**config.mk**
```make
export PLATFORM = sky130hd
export DESIGN_NAME = tone_sequencer_flat
export DESIGN_NICKNAME = d
export VERILOG_FILES = /design/src/rtl/tone_sequencer_pkg.sv /design/src/rtl/tone_sequencer_if.sv /design/src/rtl/tone_sequencer_ms_tick_timer.sv /design/src/rtl/tone_sequencer.sv /design/src/flat_wrapper.sv
export SDC_FILE = /design/constraint.sdc
export NUM_CORES = 1
export LEC_CHECK = 0
export CELL_PAD_IN_SITES_DETAIL_PLACEMENT = 1
export CELL_PAD_IN_SITES_GLOBAL_PLACEMENT = 2
export CORE_MARGIN = 2
export CORE_UTILIZATION = 51
export DETAILED_ROUTE_END_ITERATION = 12
export PLACE_DENSITY_LB_ADDON = 0.1
export SETUP_SLACK_MARGIN = 0.05
export SLEW_MARGIN = 10
export SYNTH_ARGS = -nofsm -noshare
export SYNTH_HDL_FRONTEND = slang
export SYNTH_SLANG_ARGS = --single-unit
export TNS_END_PERCENT = 50
```
**constraint.sdc**
```tcl
create_clock -name CLOCK_50 -period 9.6 [get_ports CLOCK_50]
set_input_delay 0.96 -clock CLOCK_50 [delete_from_list [all_inputs] [get_ports CLOCK_50]]
set_output_delay 0.96 -clock CLOCK_50 [all_outputs]
set_load 0.05 [all_outputs]
```
**src/rtl/tone_sequencer_pkg.sv**
```systemverilog
// Shared audio definitions for the tone sequencer: FSM encoding, note-entry
// field positions and default oscillator constants.
package tone_sequencer_pkg;

  typedef enum logic [2:0] {
    ST_IDLE   = 3'd0,
    ST_FETCH  = 3'd1,
    ST_DECODE = 3'd2,
    ST_PLAY   = 3'd3,
    ST_GAP    = 3'd4,
    ST_DONE   = 3'd5
  } state_t;

  localparam int HW_MSB  = 31;
  localparam int HW_LSB  = 12;
  localparam int DUR_MSB = 11;
  localparam int DUR_LSB = 0;

  localparam logic [19:0] HALF_WAVE_440HZ   = 20'd56_818;
  localparam logic [31:0] DEFAULT_AMPLITUDE = 32'd10_000_000;

  function automatic logic [19:0] entry_half(input logic [31:0] entry);
    return entry[HW_MSB:HW_LSB];
  endfunction

  function automatic logic [11:0] entry_dur(input logic [31:0] entry);
    return entry[DUR_MSB:DUR_LSB];
  endfunction

endpackage

```
**src/rtl/tone_sequencer_if.sv**
```systemverilog
// Oscillator control bundle: pitch, amplitude and phase-restart pulse.
// No handshake: the oscillator samples these every cycle; osc_restart is a
// one-cycle pulse meant to be OR'ed into the oscillator reset.
interface tone_sequencer_if;
  logic [19:0] osc_half_wavelength;
  logic [31:0] osc_amplitude;
  logic        osc_restart;

  modport master (
    output osc_half_wavelength,
    output osc_amplitude,
    output osc_restart
  );

  modport slave (
    input osc_half_wavelength,
    input osc_amplitude,
    input osc_restart
  );
endinterface

```
**src/rtl/tone_sequencer_ms_tick_timer.sv**
```systemverilog
// Millisecond timer: a prescaler of TICKS_PER_MS cycles driving a 12-bit
// millisecond down-counter; expire flags the last cycle of the interval.
module ms_tick_timer #(
  parameter int TICKS_PER_MS = 50_000
) (
  input  logic        clk,
  input  logic        rst,
  input  logic        load,
  input  logic [11:0] load_ms,
  input  logic        run,
  output logic        expire
);

  localparam int PW = (TICKS_PER_MS > 1) ? $clog2(TICKS_PER_MS) : 1;
  localparam logic [PW-1:0] LAST_TICK = PW'(TICKS_PER_MS - 1);

  logic [PW-1:0] presc;
  logic [11:0]   ms_left;
  logic          wrap;

  assign wrap   = (presc == LAST_TICK);
  // Interval ends on the wrap that takes the count from 1 to 0.
  assign expire = run && wrap && (ms_left == 12'd1);

  always_ff @(posedge clk or posedge rst) begin
    if (rst) begin
      presc   <= '0;
      ms_left <= '0;
    end else if (load) begin
      presc   <= '0;
      ms_left <= load_ms;
    end else if (run) begin
      if (wrap) begin
        presc <= '0;
        if (ms_left != 12'd0) ms_left <= ms_left - 12'd1;
      end else begin
        presc <= presc + 1'b1;
      end
    end
  end

endmodule

```
**src/rtl/tone_sequencer.sv**
```systemverilog
// Melody player: walks a note table and drives the square-wave oscillator's
// pitch, amplitude and phase restart, timing each note and the gap after it.
module tone_sequencer
  import tone_sequencer_pkg::*;
#(
  parameter int          DEPTH        = 16,
  parameter int          TICKS_PER_MS = 50_000,
  parameter int          GAP_MS       = 10,
  parameter logic [31:0] AMPLITUDE    = DEFAULT_AMPLITUDE,
  localparam int         AW           = $clog2(DEPTH)
) (
  input  logic                 CLOCK_50,
  input  logic                 reset,
  input  logic                 wr_en,
  input  logic [AW-1:0]        wr_addr,
  input  logic [31:0]          wr_data,
  input  logic                 start,
  input  logic                 stop,
  input  logic                 loop,
  tone_sequencer_if.master     osc,
  output logic [AW-1:0]        note_index,
  output logic                 playing,
  output logic                 done,
  output state_t               state_dbg
);

  state_t      state;
  logic [31:0] note_mem [DEPTH];
  logic [31:0] rd_data;
  logic [19:0] rd_half;
  logic [11:0] rd_dur;
  logic [19:0] half_q;
  logic [31:0] amp_q;
  logic        timer_load;
  logic        timer_expire;
  logic        at_last;
  state_t      end_state;
  state_t      adv_state;
  logic [AW-1:0] adv_index;

  // Writes only land in IDLE, so they never collide with a FETCH read.
  always_ff @(posedge CLOCK_50) begin
    if (wr_en && state == ST_IDLE) note_mem[wr_addr] <= wr_data;
    if (state == ST_FETCH) rd_data <= note_mem[note_index];
  end

  assign rd_half   = entry_half(rd_data);
  assign rd_dur    = entry_dur(rd_data);
  assign at_last   = (note_index == AW'(DEPTH - 1));
  assign end_state = loop ? ST_FETCH : ST_DONE;
  assign adv_state = at_last ? end_state : ST_FETCH;
  assign adv_index = at_last ? (loop ? '0 : note_index) : note_index + 1'b1;

  assign timer_load = (state == ST_DECODE && rd_dur != 12'd0) ||
                      (state == ST_PLAY && timer_expire && GAP_MS > 0);

  ms_tick_timer #(
    .TICKS_PER_MS (TICKS_PER_MS)
  ) u_timer (
    .clk     (CLOCK_50),
    .rst     (reset),
    .load    (timer_load),
    .load_ms ((state == ST_DECODE) ? rd_dur : 12'(GAP_MS)),
    .run     (state == ST_PLAY || state == ST_GAP),
    .expire  (timer_expire)
  );

  always_ff @(posedge CLOCK_50 or posedge reset) begin
    if (reset) begin
      state      <= ST_IDLE;
      note_index <= '0;
      half_q     <= '0;
      amp_q      <= '0;
      playing    <= 1'b0;
      done       <= 1'b0;
    end else begin
      done <= 1'b0;
      if (stop) begin
        state   <= ST_IDLE;
        amp_q   <= '0;
        playing <= 1'b0;
      end else begin
        case (state)
          ST_IDLE: if (start) begin
            note_index <= '0;
            state      <= ST_FETCH;
            playing    <= 1'b1;
          end
          ST_FETCH: state <= ST_DECODE;
          ST_DECODE: begin
            if (rd_dur == 12'd0) begin
              state   <= end_state;
              playing <= loop;
              done    <= !loop;
              if (loop) note_index <= '0;
            end else begin
              half_q <= rd_half;
              amp_q  <= (rd_half != 20'd0) ? AMPLITUDE : '0;
              state  <= ST_PLAY;
            end
          end
          ST_PLAY: if (timer_expire) begin
            amp_q <= '0;
            if (GAP_MS > 0) begin
              state <= ST_GAP;
            end else begin
              state      <= adv_state;
              note_index <= adv_index;
              playing    <= (adv_state != ST_DONE);
              done       <= (adv_state == ST_DONE);
            end
          end
          ST_GAP: if (timer_expire) begin
            state      <= adv_state;
            note_index <= adv_index;
            playing    <= (adv_state != ST_DONE);
            done       <= (adv_state == ST_DONE);
          end
          ST_DONE: state <= ST_IDLE;
          default: state <= ST_IDLE;
        endcase
      end
    end
  end

  assign osc.osc_half_wavelength = half_q;
  assign osc.osc_amplitude       = amp_q;
  assign osc.osc_restart         = (state == ST_DECODE) && (rd_dur != 12'd0);
  assign state_dbg               = state;

endmodule

```
**src/flat_wrapper.sv**
```systemverilog
// flat-port wrapper written by rule: the top's interface ports become plain ports
module tone_sequencer_flat import tone_sequencer_pkg::*;
#(
  parameter int          DEPTH        = 16,
  parameter int          TICKS_PER_MS = 50_000,
  parameter int          GAP_MS       = 10,
  parameter logic [31:0] AMPLITUDE    = DEFAULT_AMPLITUDE,
  localparam int         AW           = $clog2(DEPTH)
)
  (CLOCK_50, reset, wr_en, wr_addr, wr_data, start, stop, loop, note_index, playing, done, state_dbg, osc_osc_half_wavelength, osc_osc_amplitude, osc_osc_restart);
  tone_sequencer_if osc_i ();
  input  logic CLOCK_50;
  input  logic reset;
  input  logic wr_en;
  input  logic [AW-1:0] wr_addr;
  input  logic [31:0] wr_data;
  input  logic start;
  input  logic stop;
  input  logic loop;
  output logic [AW-1:0] note_index;
  output logic playing;
  output logic done;
  output state_t state_dbg;
  output wire logic [$bits(osc_i.osc_half_wavelength)-1:0] osc_osc_half_wavelength;
  output wire logic [$bits(osc_i.osc_amplitude)-1:0] osc_osc_amplitude;
  output wire logic [$bits(osc_i.osc_restart)-1:0] osc_osc_restart;
  assign osc_osc_half_wavelength = osc_i.osc_half_wavelength;
  assign osc_osc_amplitude = osc_i.osc_amplitude;
  assign osc_osc_restart = osc_i.osc_restart;
  tone_sequencer #(.DEPTH(DEPTH), .TICKS_PER_MS(TICKS_PER_MS), .GAP_MS(GAP_MS), .AMPLITUDE(AMPLITUDE)) u_core (.CLOCK_50(CLOCK_50), .reset(reset), .wr_en(wr_en), .wr_addr(wr_addr), .wr_data(wr_data), .start(start), .stop(stop), .loop(loop), .osc(osc_i), .note_index(note_index), .playing(playing), .done(done), .state_dbg(state_dbg));
endmodule
```
Word level (Yosys, flattened, before mapping)
Memories as Yosys holds them, arrays and structs flattened. A register that Yosys moved wholly into a read port is not among the register bits.
Cells that the tools add are included.
- memories: 1
- register bits: 89
- bits in writable memories: 512
- reduce and logical (&&, ||, !) cells: 25
- multiplexer cells: 38
- eq/ne operators: 17
- bitwise gates (word level): 2
- add/subtract/negate cells: 3
- memories (memory ; words ; width ; rd ports ; clocked after Yosys merged registers in ; write ports ; line ; RTL):
    u_core.note_mem ; 16 ; 32 ; 1 ; 1 ; 1 ; tone_sequencer.sv:28 ; logic [31:0] note_mem [DEPTH];
- operators by type and width (kind ; count):
    2-to-1 mux 32 bit ; 3
    one-hot mux 32 bit (2 select lines) ; 1
    2-to-1 mux 12 bit ; 5
    2-to-1 mux 16 bit ; 3
    2-to-1 mux 24 bit ; 1
    nonzero test 12 bit ; 2
    2-to-1 mux 3 bit ; 7
    2-to-1 mux 4 bit ; 5
    nonzero test 20 bit ; 1
    adder 16 x 1 -> 16 bit, second input constant ; 1
    == test 16 bit, second input constant ; 1
    one-hot mux 3 bit (5 select lines) ; 1
    == test 12 x 1 -> 1 bit, second input constant ; 1
    logical NOT 12 bit ; 1
    inequality test 3 bit, second input constant ; 4
    one-hot mux 4 bit (3 select lines) ; 1
    AND reduction 3 bit ; 4
    subtractor 12 x 1 -> 12 bit, second input constant ; 1
    2-to-1 mux 1 bit ; 9
    == test 3 x 2 -> 1 bit, second input constant ; 2
    == test 3 bit, second input constant ; 2
    inequality test 3 x 2 -> 1 bit, second input constant ; 2
    nonzero test 2 bit ; 3
    nonzero test 3 bit ; 2
    15 further kinds ; 22

Longest topological paths before layout
Gate-level depths: netlist of run 1.
- depth in word-level cells: 8
- mapped depth: 9
- mapped depth without buffers: 7

Cells and area by module
Synthesis of run 1 repeated with hierarchy kept, for this count alone.
- cells, all modules: 1139
- area total of the unflattened synthesis: 23796.6 um2
- modules (own cells, without submodules) (module ; instances ; seq. area each (um2) ; cells each ; area each (um2)):
    tone_sequencer ; 1 ; 17086.4 ; 955 ; 22130.0
    ms_tick_timer ; 1 ; 700.7 ; 184 ; 1666.6

Least setup slack after synthesis of run 1
No wires, ideal clock.
- path type: input port to flip-flop
- start point: input port wr_en
- end point: memory u_core.note_mem[0][0] (enable)
- path slack: 5.106 ns
- cell stages on the path: 3
- arrival: 4.032 ns
- path through: or4b_1 > or3_1 > nor3_1
- cells in the longest elaborated chain, start to end: 3
- RTL lines (what ; line ; RTL):
    start, declared ; flat_wrapper.sv:14 ; input logic wr_en;
    logical AND 1 bit ; tone_sequencer.sv:43 ; if (wr_en && state == ST_IDLE) note_mem[wr_addr] <= wr_data;
    2-to-1 mux 1 bit ; tone_sequencer.sv:43 ;
    2-to-1 mux 1 bit (implied by the code) ; tone_sequencer.sv:43 ;
    end, declared ; tone_sequencer.sv:28 ;
No other way between the ends.

Worst setup path after layout of run 1
- start point: register u_core.state[1] (netlist: u_core.state_dbg[1])
- end point: output port osc_osc_restart
- cells in the longest elaborated chain, start to end: 2
- RTL lines (what ; line ; RTL):
    start, declared ; tone_sequencer.sv:27 ; state_t state;
    start signal, assigned ; tone_sequencer.sv:92 ; state <= end_state;
    start signal, assigned ; tone_sequencer.sv:107 ; state <= adv_state;
    start signal, assigned ; tone_sequencer.sv:114 ; state <= adv_state;
    == test 3 x 2 -> 1 bit ; tone_sequencer.sv:128 ; assign osc.osc_restart = (state == ST_DECODE) && (rd_dur != 12'd0);
    logical AND 1 bit ; tone_sequencer.sv:128 ;
    end, declared ; flat_wrapper.sv:26 ; output wire logic [$bits(osc_i.osc_restart)-1:0] osc_osc_restart;
No other way between the ends.

==> results of run 1 <==
-- where the power goes --
| group | internal, mW | switching (mW) | total [mW] |
|---|---|---|---|
| sequential | 2.96 | 0.0741 | 3.03 |
| clock | 1.27 | 0.988 | 2.26 |
| combinational | 0.166 | 0.351 | 0.517 |
| total | 4.40 | 1.41 | 5.81 |
-- registers in the layout, summed over array words and instances, names as in the netlist --
name and flops:
u_core.note_mem 512, u_core.u_timer.ms_left 12, u_core.done 1, u_core.state_dbg 3
u_core.u_timer.presc 16, u_core.note_index 4, u_core.osc.osc_amplitude 1, u_core.rd_data 32
u_core.playing 1, u_core.osc.osc_half_wavelength 20
-- layer usage --
layer | wire length [um] | track usage [%]
met1 | 22700 | 32.1
met2 | 26900 | 38.1
met3 | 2660 | 3.71
met4 | 1280 | 6.51
met5 | 16 | 0
-- cell type report --
| class | count | area, um^2 |
|---|---|---|
| sequential | 602 | 17800 |
| timing repair buffer | 105 | 986 |
| tap | 607 | 759 |
| fill | 3925 | 19100 |
| multi-input combinational | 453 | 5650 |
| antenna | 1 | 2.50 |
| clock inverter | 39 | 372 |
| inverter | 11 | 41.3 |
| clock buffer | 73 | 1530 |
-- stage by stage --
stage	cells	setup WS, ps	cell area, um^2	total power [mW]	utilization, %
after global placement	1778	5420	25200	3.60	54.6
after global routing	1891	4530	27100	6.00	58.7
after detailed placement	1778	5390	25200	3.61	54.6
after CTS	1890	4760	27100	5.87	58.7
after floorplan	1152	5110	23800	3.40	-
final	1891	4830	27100	5.81	58.7
-- worst register-to-register path: cells and delay by family, from the launching register on --
kind,cells,cell delay [ps]
buffers and inverters,2,1420
DFF,1,790
muxes,2,1140
-- layout by cell type (no fill, tap or decap), types with 6 or more instances in the layout --
| master | instances |
|---|---|
| clkinv_2 | 6 |
| nand2b_1 | 8 |
| dfrtp_1 | 54 |
| a21oi_1 | 10 |
| clkinv_1 | 15 |
| edfxtp_1 | 544 |
| nand3_1 | 12 |
| inv_1 | 9 |
| nor2_4 | 12 |
| xor2_1 | 11 |
| o21ai_0 | 6 |
| clkdlybuf4s50_1 | 79 |
| nand2_1 | 24 |
| clkbuf_1 | 14 |
| conb_1 | 24 |
| nand4_1 | 7 |
| nor3_1 | 11 |
| mux2_1 | 20 |
| clkinvlp_4 | 6 |
| and3_1 | 12 |
| nor4_1 | 10 |
| o21ai_1 | 17 |
| buf_4 | 26 |
| clkbuf_16 | 59 |
| mux4_2 | 160 |
| nor2_1 | 19 |
-- cells by family after synthesis --
kind of cell	synth area share (%)
flip-flops	74.9
multiplexers	16.3
XOR/XNOR	0.480
AO/OA/AOI/OAI	2.10
buffers and inverters	2.14
adder cells (fa/ha/maj)	0.263
other	0.0158
AND/OR/NAND/NOR	3.84
-- final timing paths --
kind | from | to
setup / recovery | u_core.state_dbg[1]$_DFFE_PP0P_ | osc_osc_restart
hold / removal | u_core.osc.osc_half_wavelength[11]$_DFFE_PP0P_ | u_core.osc.osc_half_wavelength[11]$_DFFE_PP0P_
setup reg to reg | u_core.note_index[0]$_DFFE_PP0P_ | u_core.rd_data[1]$_DFFE_PP_
hold reg to reg | u_core.osc.osc_half_wavelength[11]$_DFFE_PP0P_ | u_core.osc.osc_half_wavelength[11]$_DFFE_PP0P_
max in group asynchronous | reset | u_core.note_index[0]$_DFFE_PP0P_
min in group asynchronous | reset | u_core.osc.osc_half_wavelength[2]$_DFFE_PP0P_
==> results by group, run 1 <==
Outcome
  – Status: finished, final reports clean

Drt
  – Via count: 11400
  – Wirelength, routed: roughly 54000 um
  – Router iterations before antenna repair: 5
  – Drt drc: 0
  – Post-DRT Antenna Nets: 0
  – DR iter-0 viols: approximately 1100
  – Vias per cell: 6.01
  – Wirelength per Cell: 28.3 um

Setup path
  – Worst Path Required: 8640 ps
  – Worst Setup End Kind: output port
  – Crit path largest cell delay: 870 ps
  – Peak fanout along the critical path: 14
  – Setup crit start kind: flop
  – WP depth: 5
  – WP buf/inv: 2
  – Critical path type: reg -> out
  – Data arrival, critical path: 3810 ps
  – Worst reg2reg setup slack: 5990 ps
  – Most used cell along the critical path: nand2b_1
  – Worst r2r path cells: 4
  – CP delay by family, top: simple AND/OR/NAND/NOR gates
  – Critical path cell sequence: nand2b_1, nor2_1, nand2b_1, inv_2, clkdlybuf4s50_1
  – Slowest-stage cell, CP: clkdlybuf4s50_1

Timing
  – Hold WS: 489 ps
  – Fin crit share: 49.7%
  – RSZ-0062 raised after global routing: false
  – Worst slew pin tran: 1060 ps
  – Fmax: 209 MHz
  – Final hold viol count: 0
  – Setup TNS: 0 ps
  – Clk_skew: 24.6 ps
  – Max-slew violation count: 0
  – Worst slew margin relative to its limit: a little under 30%
  – Min Tclk post-route: 4770 ps
  – Final setup viols: 0

Cells and area
  – Final net count: 1279
  – Area delta synth->final: 14.3%
  – Share of layout cells above drive strength 1: 23.8%

Synth
  – Synth Instances: 1129
  – Main synth FF type: edfxtp_1
  – Synth Register Bits: 602
  – Warnings, synthesis: 0
  – Top cells by area, synth: edfxtp_1 (69%), mux4_2 (15%), dfrtp_1 (6.1%)
  – Post-synth EDFFs: ~540
  – Mapped cell area: 23700 um^2
  – Largest area contributor in the netlist: edfxtp_1
  – Register area share after synthesis: 74.9%
  – FFs w/ async S/R, synth: 9.63%
  – Avg Inst Size Synth: between 20 and 25 um^2
  – Most common cell in the synthesized netlist: edfxtp_1
  – Top-area cell type share of the netlist area: about 69%
  – Yosys cell types: 67
  – Top cells by count, synth: edfxtp_1 (544), mux4_2 (160), dfrtp_1 (58), buf_4 (32), nor2_1 (32)

Job
  – Total of max-cap violations: 0

Clock network
  – Hold buffer count at CTS: 0
  – Post-CTS Setup Inserts: 0
  – CTS resizes: 0
  – H-tree levels: 2
  – Clock Tree Buf Depth: 3
  – Clk sinks: 602
  – Worst-path clk slew: about 70 ps
  – Clock latency on the worst-skew pair: about 630 ps
  – CTS Buf Count: 59
  – Clock Tree Root: clkbuf_16
  – CTS tree: built

Die
  – Die Y: 220 um
  – Chip Width: 220 um
  – Row count: roughly 80
  – I/O pin cnt: between 100 and 150
  – Die ar.: 48300 um^2
  – Starting Density: 51.3%
  – CORE AREA: approximately 46000 um^2

Power and ir drop
  – Pwr per Cell Area: 214 nW/um^2
  – Static leakage: about 8.5 nW
  – Maximum VDD drop: 0.154 mV

Placement
  – Post-DP HPWL: 30100 um
  – Gp weighted congestion: 0.756
  – I/O Buffers: 79

Worst hold path
  – Worst Hold Path Cells: 1
  – HP Class: reg -> reg

Global routing
  – Largest net degree at the start of global routing: 64
  – Total grt overflow: 0
  – First-pass GRT wire length: 80000 um
  – Gr usage total: a little under a quarter
  – Initial antenna violation count: 2
  – Vias in the first global route: 12200
Note: power is estimated with default switching activity, not from simulation.
==> inputs of run 2 (changes only) <==
--- a/config.mk
+++ b/config.mk
@@ -8,7 +8,7 @@
 export CELL_PAD_IN_SITES_DETAIL_PLACEMENT = 1
 export CELL_PAD_IN_SITES_GLOBAL_PLACEMENT = 2
 export CORE_MARGIN = 2
-export CORE_UTILIZATION = 51
+export CORE_UTILIZATION = 48
 export DETAILED_ROUTE_END_ITERATION = 12
 export PLACE_DENSITY_LB_ADDON = 0.1
 export SETUP_SLACK_MARGIN = 0.05
==> constraint.sdc (replaced) <==
create_clock -name CLOCK_50 -period 4.7 [get_ports CLOCK_50]
set_input_delay 0.47 -clock CLOCK_50 [delete_from_list [all_inputs] [get_ports CLOCK_50]]
set_output_delay 0.47 -clock CLOCK_50 [all_outputs]
set_load 0.05 [all_outputs]
==> run 2 against run 1 <==
  * Count of clock-buffer cells in the layout grew 18
  * Non-clock buffer count grew 4
  * Total power grew 110%
  * Clock power grew 130%
  * Clock skew grew 6.8 ps
  * Sequential power grew 100%
  * Sequential share of layout area shrank 1.0 points
  * Worst setup slack lost 3900 ps
  * Largest power group unchanged
  * Highest routed layer unchanged
==> results by group, run 2 (synthesized netlist as in run 1, its figures left out) <==
Job
  – Total of max-cap violations: 0 (unchanged)

Global routing
  – Gr usage total: 22.8% (-0.26 points)
  – Initial antenna violation count: 3 (+1)
  – Vias in the first global route: 12300 (+1.0%)
  – Total grt overflow: 0 (unchanged)
  – First-pass GRT wire length: 83100 um (+4.0%)
  – Largest net degree at the start of global routing: 56 (-13%)

Setup path
  – Setup crit start kind: flop
  – Worst Setup End Kind: output port
  – Worst r2r path cells: 3 (-1)
  – R2R Path End: u_core.note_mem[4][27]$_DFFE_PP_
  – Worst reg2reg setup slack: 1590 ps (-4400 ps)
  – Peak fanout along the critical path: 11 (-3)
  – Worst Setup SP: u_core.rd_data[1]$_DFFE_PP_
  – Worst Path Required: 4230 ps (-4410 ps)
  – Worst r2r src: u_core.state_dbg[0]$_DFFE_PP0P_
  – Critical path type: reg -> out
  – Data arrival, critical path: 3280 ps (-530 ps)

Placement
  – Placed Instances: 1838 (+3.4%)
  – Placed instance area: 25400 um^2 (+0.72%)
  – I/O Buffers: 79 (unchanged)
  – Post-DP HPWL: 33000 um (+9.5%)
  – Gp weighted congestion: 0.831 (+9.9%)

Clock network
  – Clock latency on the worst-skew pair: 610 ps (-20 ps)
  – Clk sinks: 602 (unchanged)
  – Clock Tree Buf Depth: 3 (unchanged)
  – CTS tree: built
  – Hold buffer count at CTS: 0 (unchanged)
  – Worst-path clk slew: 60 ps (about the same)
  – Clock Tree Root: clkbuf_16
  – Post-CTS Setup Inserts: 0 (unchanged)
  – CTS resizes: 0 (unchanged)
  – H-tree levels: 3 (+1)
  – CTS Buf Count: 66 (+12%)

Cells and area
  – Biggest register: u_core.note_mem
  – Share of layout cells above drive strength 1: 24.7% (+0.90 points)
  – # fillers: 4196 (+6.9%)
  – Area delta synth->final: 16.1%
  – Post-route design area: 27600 um^2 (+1.6%)
  – Post-Layout Cell Count: 1958 (+3.5%)
  – Final net count: 1290 (+0.86%)
  – Most common library cell in the layout ignoring fill and taps: edfxtp_1
  – Area of the multi-input gates: 5650 um^2 (unchanged)
  – Reg area: 17800 um^2 (unchanged)
  – Commonest cells after routing, fill and taps aside: edfxtp_1 (544), mux4_2 (160), clkdlybuf4s50_1 (79)
  – Max reg flops: 512 (unchanged)

Die
  – Die ar.: 51300 um^2 (+6.1%)
  – Row count: 81 (+2.5%)
  – CORE AREA: 48800 um^2 (+5.6%)
  – Starting Density: 48.6% (-2.7 points)
  – I/O pin cnt: 104 (unchanged)
  – Chip Width: 226 um (+3.0%)
  – Die Y: 226 um (+3.0%)

Drt
  – Via count: 11500 (+1.0%)
  – Post-DRT Antenna Nets: 0 (unchanged)
  – Wirelength per Cell: 28.3 um (+0.15%)
  – DR iter-0 viols: 1018 (-7.3%)
  – Drt drc: 0 (unchanged)
  – Router iterations before antenna repair: 6 (+1)
  – Wirelength, routed: 55500 um (+3.7%)
  – Vias per cell: 5.86 (-2.5%)

Timing
  – Setup TNS: 0 ps (unchanged)
  – Worst slew pin tran: 1210 ps (+153 ps)
  – Fin crit share: 79.9%
  – RSZ-0062 raised after global routing: false
  – Max-slew violation count: 0 (unchanged)
  – Hold WS: 370 ps (-119 ps)
  – Fmax: 266 MHz
  – Final hold viol count: 0 (unchanged)
  – Min Tclk post-route: 3750 ps
  – Clk_skew: 31.3 ps (+6.77 ps)
  – Worst slew margin relative to its limit: 19.2% (-10 points)
  – Final setup viols: 0 (unchanged)

Outcome
  – Status: finished, final reports clean

Power and ir drop
  – Pwr per Cell Area: 448 nW/um^2 (+110%)
  – Static leakage: 8.69 nW (+2.1%)
  – Final Total Pwr: 12.4 mW (+110%)
  – Maximum VDD drop: 0.377 mV (+140%)

Worst hold path
  – HP Class: in -> async
-- run 2: cell count changes in the layout (fill, tap and decap cells not counted), moves of 3 or more --
cell / delta
buf_12: +8
clkinvlp_4: -3
clkbuf_16: +12
clkbuf_1: +3
buf_4: -4
clkbuf_8: +3
clkinv_1: -7
-- run 2: worst max-delay path, stage by stage (launching register included) --
cell and delay [ps]:
edfxtp_1 400, nor4_1 530, and3_1 330, nand2b_1 440, inv_2 250, clkdlybuf4s50_1 760
-- run 2: where the power goes --
group	internal [mW]	switching, mW	leakage, nW
combinational	0.342	0.723	2.00
clock	3.03	2.07	1.03
sequential	6.05	0.151	5.65
-- run 2: area by class of cell --
class / count / area share [%]
antenna: 1 / 0.00908
clock buffer: 91 / 6.82
clock inverter: 27 / 0.912
inverter: 11 / 0.150
multi-input combinational: 453 / 20.5
sequential: 602 / 64.5
tap: 664 / 3.01
timing repair buffer: 109 / 4.05
-- run 2: metal layers --
metal / vias to the layer above / share of wire, % / GRT usage [%]
met5: - / 0.023 / 0
met4: 2 / 2.3 / 7.47
met3: 71 / 5.2 / 3.99
met2: 332 / 49 / 36.3
met1: 6176 / 44 / 32.2
li1: 4898 / - / -
-- run 2: how the worst max path moves through the flow --
stage                                        to  depth (start not counted)
6_report                        osc_osc_restart                          5
5_1_grt                         osc_osc_restart                          5
4_1_cts                         osc_osc_restart                          5
3_5_place_dp   u_core.note_mem[4][20]$_DFFE_PP_                          4
3_3_place_gp   u_core.note_mem[4][22]$_DFFE_PP_                          4
2_1_floorplan   u_core.note_mem[0][0]$_DFFE_PP_                          4
-- run 2: through the flow --
stage	setup WS [ps]	util, %
final	947	56.4
after global routing	711	56.4
after CTS	842	56.4
after detailed placement	1300	52.0
after global placement	1340	52.0
after floorplan	208	-
==> inputs of run 3 (changes only) <==
==> constraint.sdc (replaced) <==
create_clock -name CLOCK_50 -period 3.46 [get_ports CLOCK_50]
set_input_delay 0.346 -clock CLOCK_50 [delete_from_list [all_inputs] [get_ports CLOCK_50]]
set_output_delay 0.346 -clock CLOCK_50 [all_outputs]
set_load 0.05 [all_outputs]
==> run 3 against run 2 <==
  * Critical path depth decreased by 1
  * Cell count up 0.66%
  * Hold slack worse by 160 ps
  * Largest power group unchanged
  * Clock power rose by 22%
  * Non-clock buffer count up 22
  * Count of clock-buffer cells in the layout decreased by 6
==> results by group, run 3 (synthesized netlist as in run 1, its figures left out) <==
Global routing
  – Vias in the first global route: 12400 (+0.32%)
  – Initial antenna violation count: 0 (-3)
  – Gr usage total: 22.5% (-0.30 points)
  – Total grt overflow: 0 (unchanged)
  – Largest net degree at the start of global routing: 48 (-14%)
  – First-pass GRT wire length: 83100 um (about the same)

Cells and area
  – Max reg flops: 512 (unchanged)
  – Share of layout cells above drive strength 1: 25.3% (+0.67 points)
  – Commonest cells after routing, fill and taps aside: edfxtp_1 (544), mux4_2 (160), clkdlybuf4s50_1 (78)
  – Final net count: 1306 (+1.2%)
  – Most common library cell in the layout ignoring fill and taps: edfxtp_1
  – # fillers: 4232 (+0.86%)
  – Area delta synth->final: 16.3%
  – Biggest register: u_core.note_mem
  – Post-route design area: 27600 um^2 (+0.13%)
  – Final core utilization: 56.5% (+0.072 points)

Timing
  – Final setup viols: 0 (unchanged)
  – Fmax: 347 MHz
  – Final hold viol count: 0 (unchanged)
  – Min Tclk post-route: 2880 ps
  – Max-slew violation count: 0 (unchanged)
  – Clk_skew: 16.3 ps (-15.0 ps)
  – Worst slew margin relative to its limit: 42.9% (+24 points)
  – Worst slew pin tran: 853 ps (-357 ps)
  – Fin crit share: between 80 and 90%
  – RSZ-0062 raised after global routing: false

Placement
  – I/O Buffers: 79 (unchanged)
  – Post-DP HPWL: 34000 um (+3.0%)
  – Gp weighted congestion: 0.765 (-8.0%)
  – Placed instance area: 25800 um^2 (+1.3%)

Die
  – Starting Density: 48.6% (unchanged)
  – CORE AREA: 48800 um^2 (unchanged)
  – I/O pin cnt: 104 (unchanged)
  – Chip Width: 226 um (unchanged)
  – Die ar.: 51300 um^2 (unchanged)
  – Die Y: 226 um (unchanged)
  – Row count: 81 (unchanged)

Power and ir drop
  – Clock share of power: 38.5% (-2.7 points)
  – Sequential share of power: 52.3% (+2.2 points)
  – Switch share: 24.2% (+0.40 points)
  – Maximum VDD drop: 0.458 mV (+22%)
  – Static leakage: 8.71 nW (+0.27%)
  – Pwr per Cell Area: 582 nW/um^2 (+30%)
  – Final Total Pwr: 16.1 mW (+30%)
  – P_sw: 3.89 mW (+32%)
  – Logic pwr share: 9.1% (+0.5 points)
  – Power Internal: 12.2 mW (+29%)

Setup path
  – Data arrival, critical path: 3210 ps (-70 ps)
  – Worst Setup End Kind: flop
  – Setup crit start kind: flop
  – Critical path type: reg -> reg
  – Peak fanout along the critical path: 13 (+2)
  – Worst Path Required: 3790 ps (-440 ps)
  – Worst r2r path cells: 4 (+1)

Drt
  – Via count: 11400 (-0.44%)
  – Drt drc: 0 (unchanged)
  – DR iter-0 viols: 932 (-8.4%)
  – Vias per cell: 5.80 (-1.1%)
  – Router iterations before antenna repair: 5 (-1)
  – Post-DRT Antenna Nets: 0 (unchanged)
  – Wirelength per Cell: 27.8 um (-1.9%)
  – Wirelength, routed: 54800 um (-1.3%)

Outcome
  – Status: finished, final reports clean

Clock network
  – Clock latency on the worst-skew pair: 630 ps (+20 ps)
  – H-tree levels: 2 (-1)
  – Hold buffer count at CTS: 0 (unchanged)
  – Clock Tree Root: clkbuf_16
  – CTS tree: built
  – Post-CTS Setup Inserts: 0 (unchanged)
  – Clock Tree Buf Depth: 3 (unchanged)
  – Worst-path clk slew: 60 ps (about the same)
  – CTS Buf Count: 60 (-9.1%)
  – CTS resizes: 0 (unchanged)
  – Clk sinks: 602 (unchanged)

Job
  – Total of max-cap violations: 0 (unchanged)

Worst hold path
  – HP Class: in -> async
## run 3: power groups by stage
stage | logic, mW | registers (mW) | clock network (mW)
floorplan | 0.553 | 8.89 | 0
global placement | 1.46 | 8.55 | 0
detailed placement | 1.48 | 8.56 | 0
CTS | 1.48 | 8.41 | 6.35
global route | 1.58 | 8.45 | 6.59
finish | 1.47 | 8.41 | 6.20
## run 3: cell type report
cell class / count / area [um^2] / area share (%)
antenna: 1 / 2.50 / 0.00906
multi-input combinational: 453 / 5680 / 20.6
sequential: 602 / 17800 / 64.5
clock buffer: 85 / 1630 / 5.89
timing repair buffer: 131 / 1400 / 5.08
inverter: 11 / 41.3 / 0.150
clock inverter: 24 / 224 / 0.811
tap: 664 / 831 / 3.01
## run 3: per-stage QoR
step / hold slack (ps) / setup TNS [ps] / setup slack [ps] / cells
final: 211 / 0 / 581 / 1971
after floorplan: 419 / -18950 / -186 / 1152
after detailed placement: 474 / 0 / 445 / 1861
after global placement: 469 / 0 / 482 / 1861
after CTS: 200 / 0 / 559 / 1970
after global routing: 252 / 0 / 450 / 1970
## run 3: routing by layer
metal | track usage [%] | part of all wire [%]
met1 | 31.9 | 44
met5 | 0 | 0
met2 | 36.7 | 50
met3 | 4.07 | 5.1
met4 | 5.18 | 1.8
## run 3: worst paths after layout
path,startpoint,end,slack (ps)
max,u_core.state_dbg[0]$_DFFE_PP0P_,u_core.note_mem[12][6]$_DFFE_PP_,580
min,reset,u_core.u_timer.presc[6]$_DFFE_PP0P_,210
max reg2reg,u_core.state_dbg[0]$_DFFE_PP0P_,u_core.note_mem[12][6]$_DFFE_PP_,580
min reg2reg,u_core.osc.osc_half_wavelength[3]$_DFFE_PP0P_,u_core.osc.osc_half_wavelength[3]$_DFFE_PP0P_,490
max in group asynchronous,reset,u_core.u_timer.ms_left[7]$_DFFE_PP0P_,2480
min in group CLOCK_50,loop,u_core.done$_DFF_PP0_,450
## run 3: worst max-delay path, stage by stage (launching register included)
cell,delay [ps]
dfrtp_1,550
or4b_1,770
or3_1,570
nor2_4,480
buf_12,210
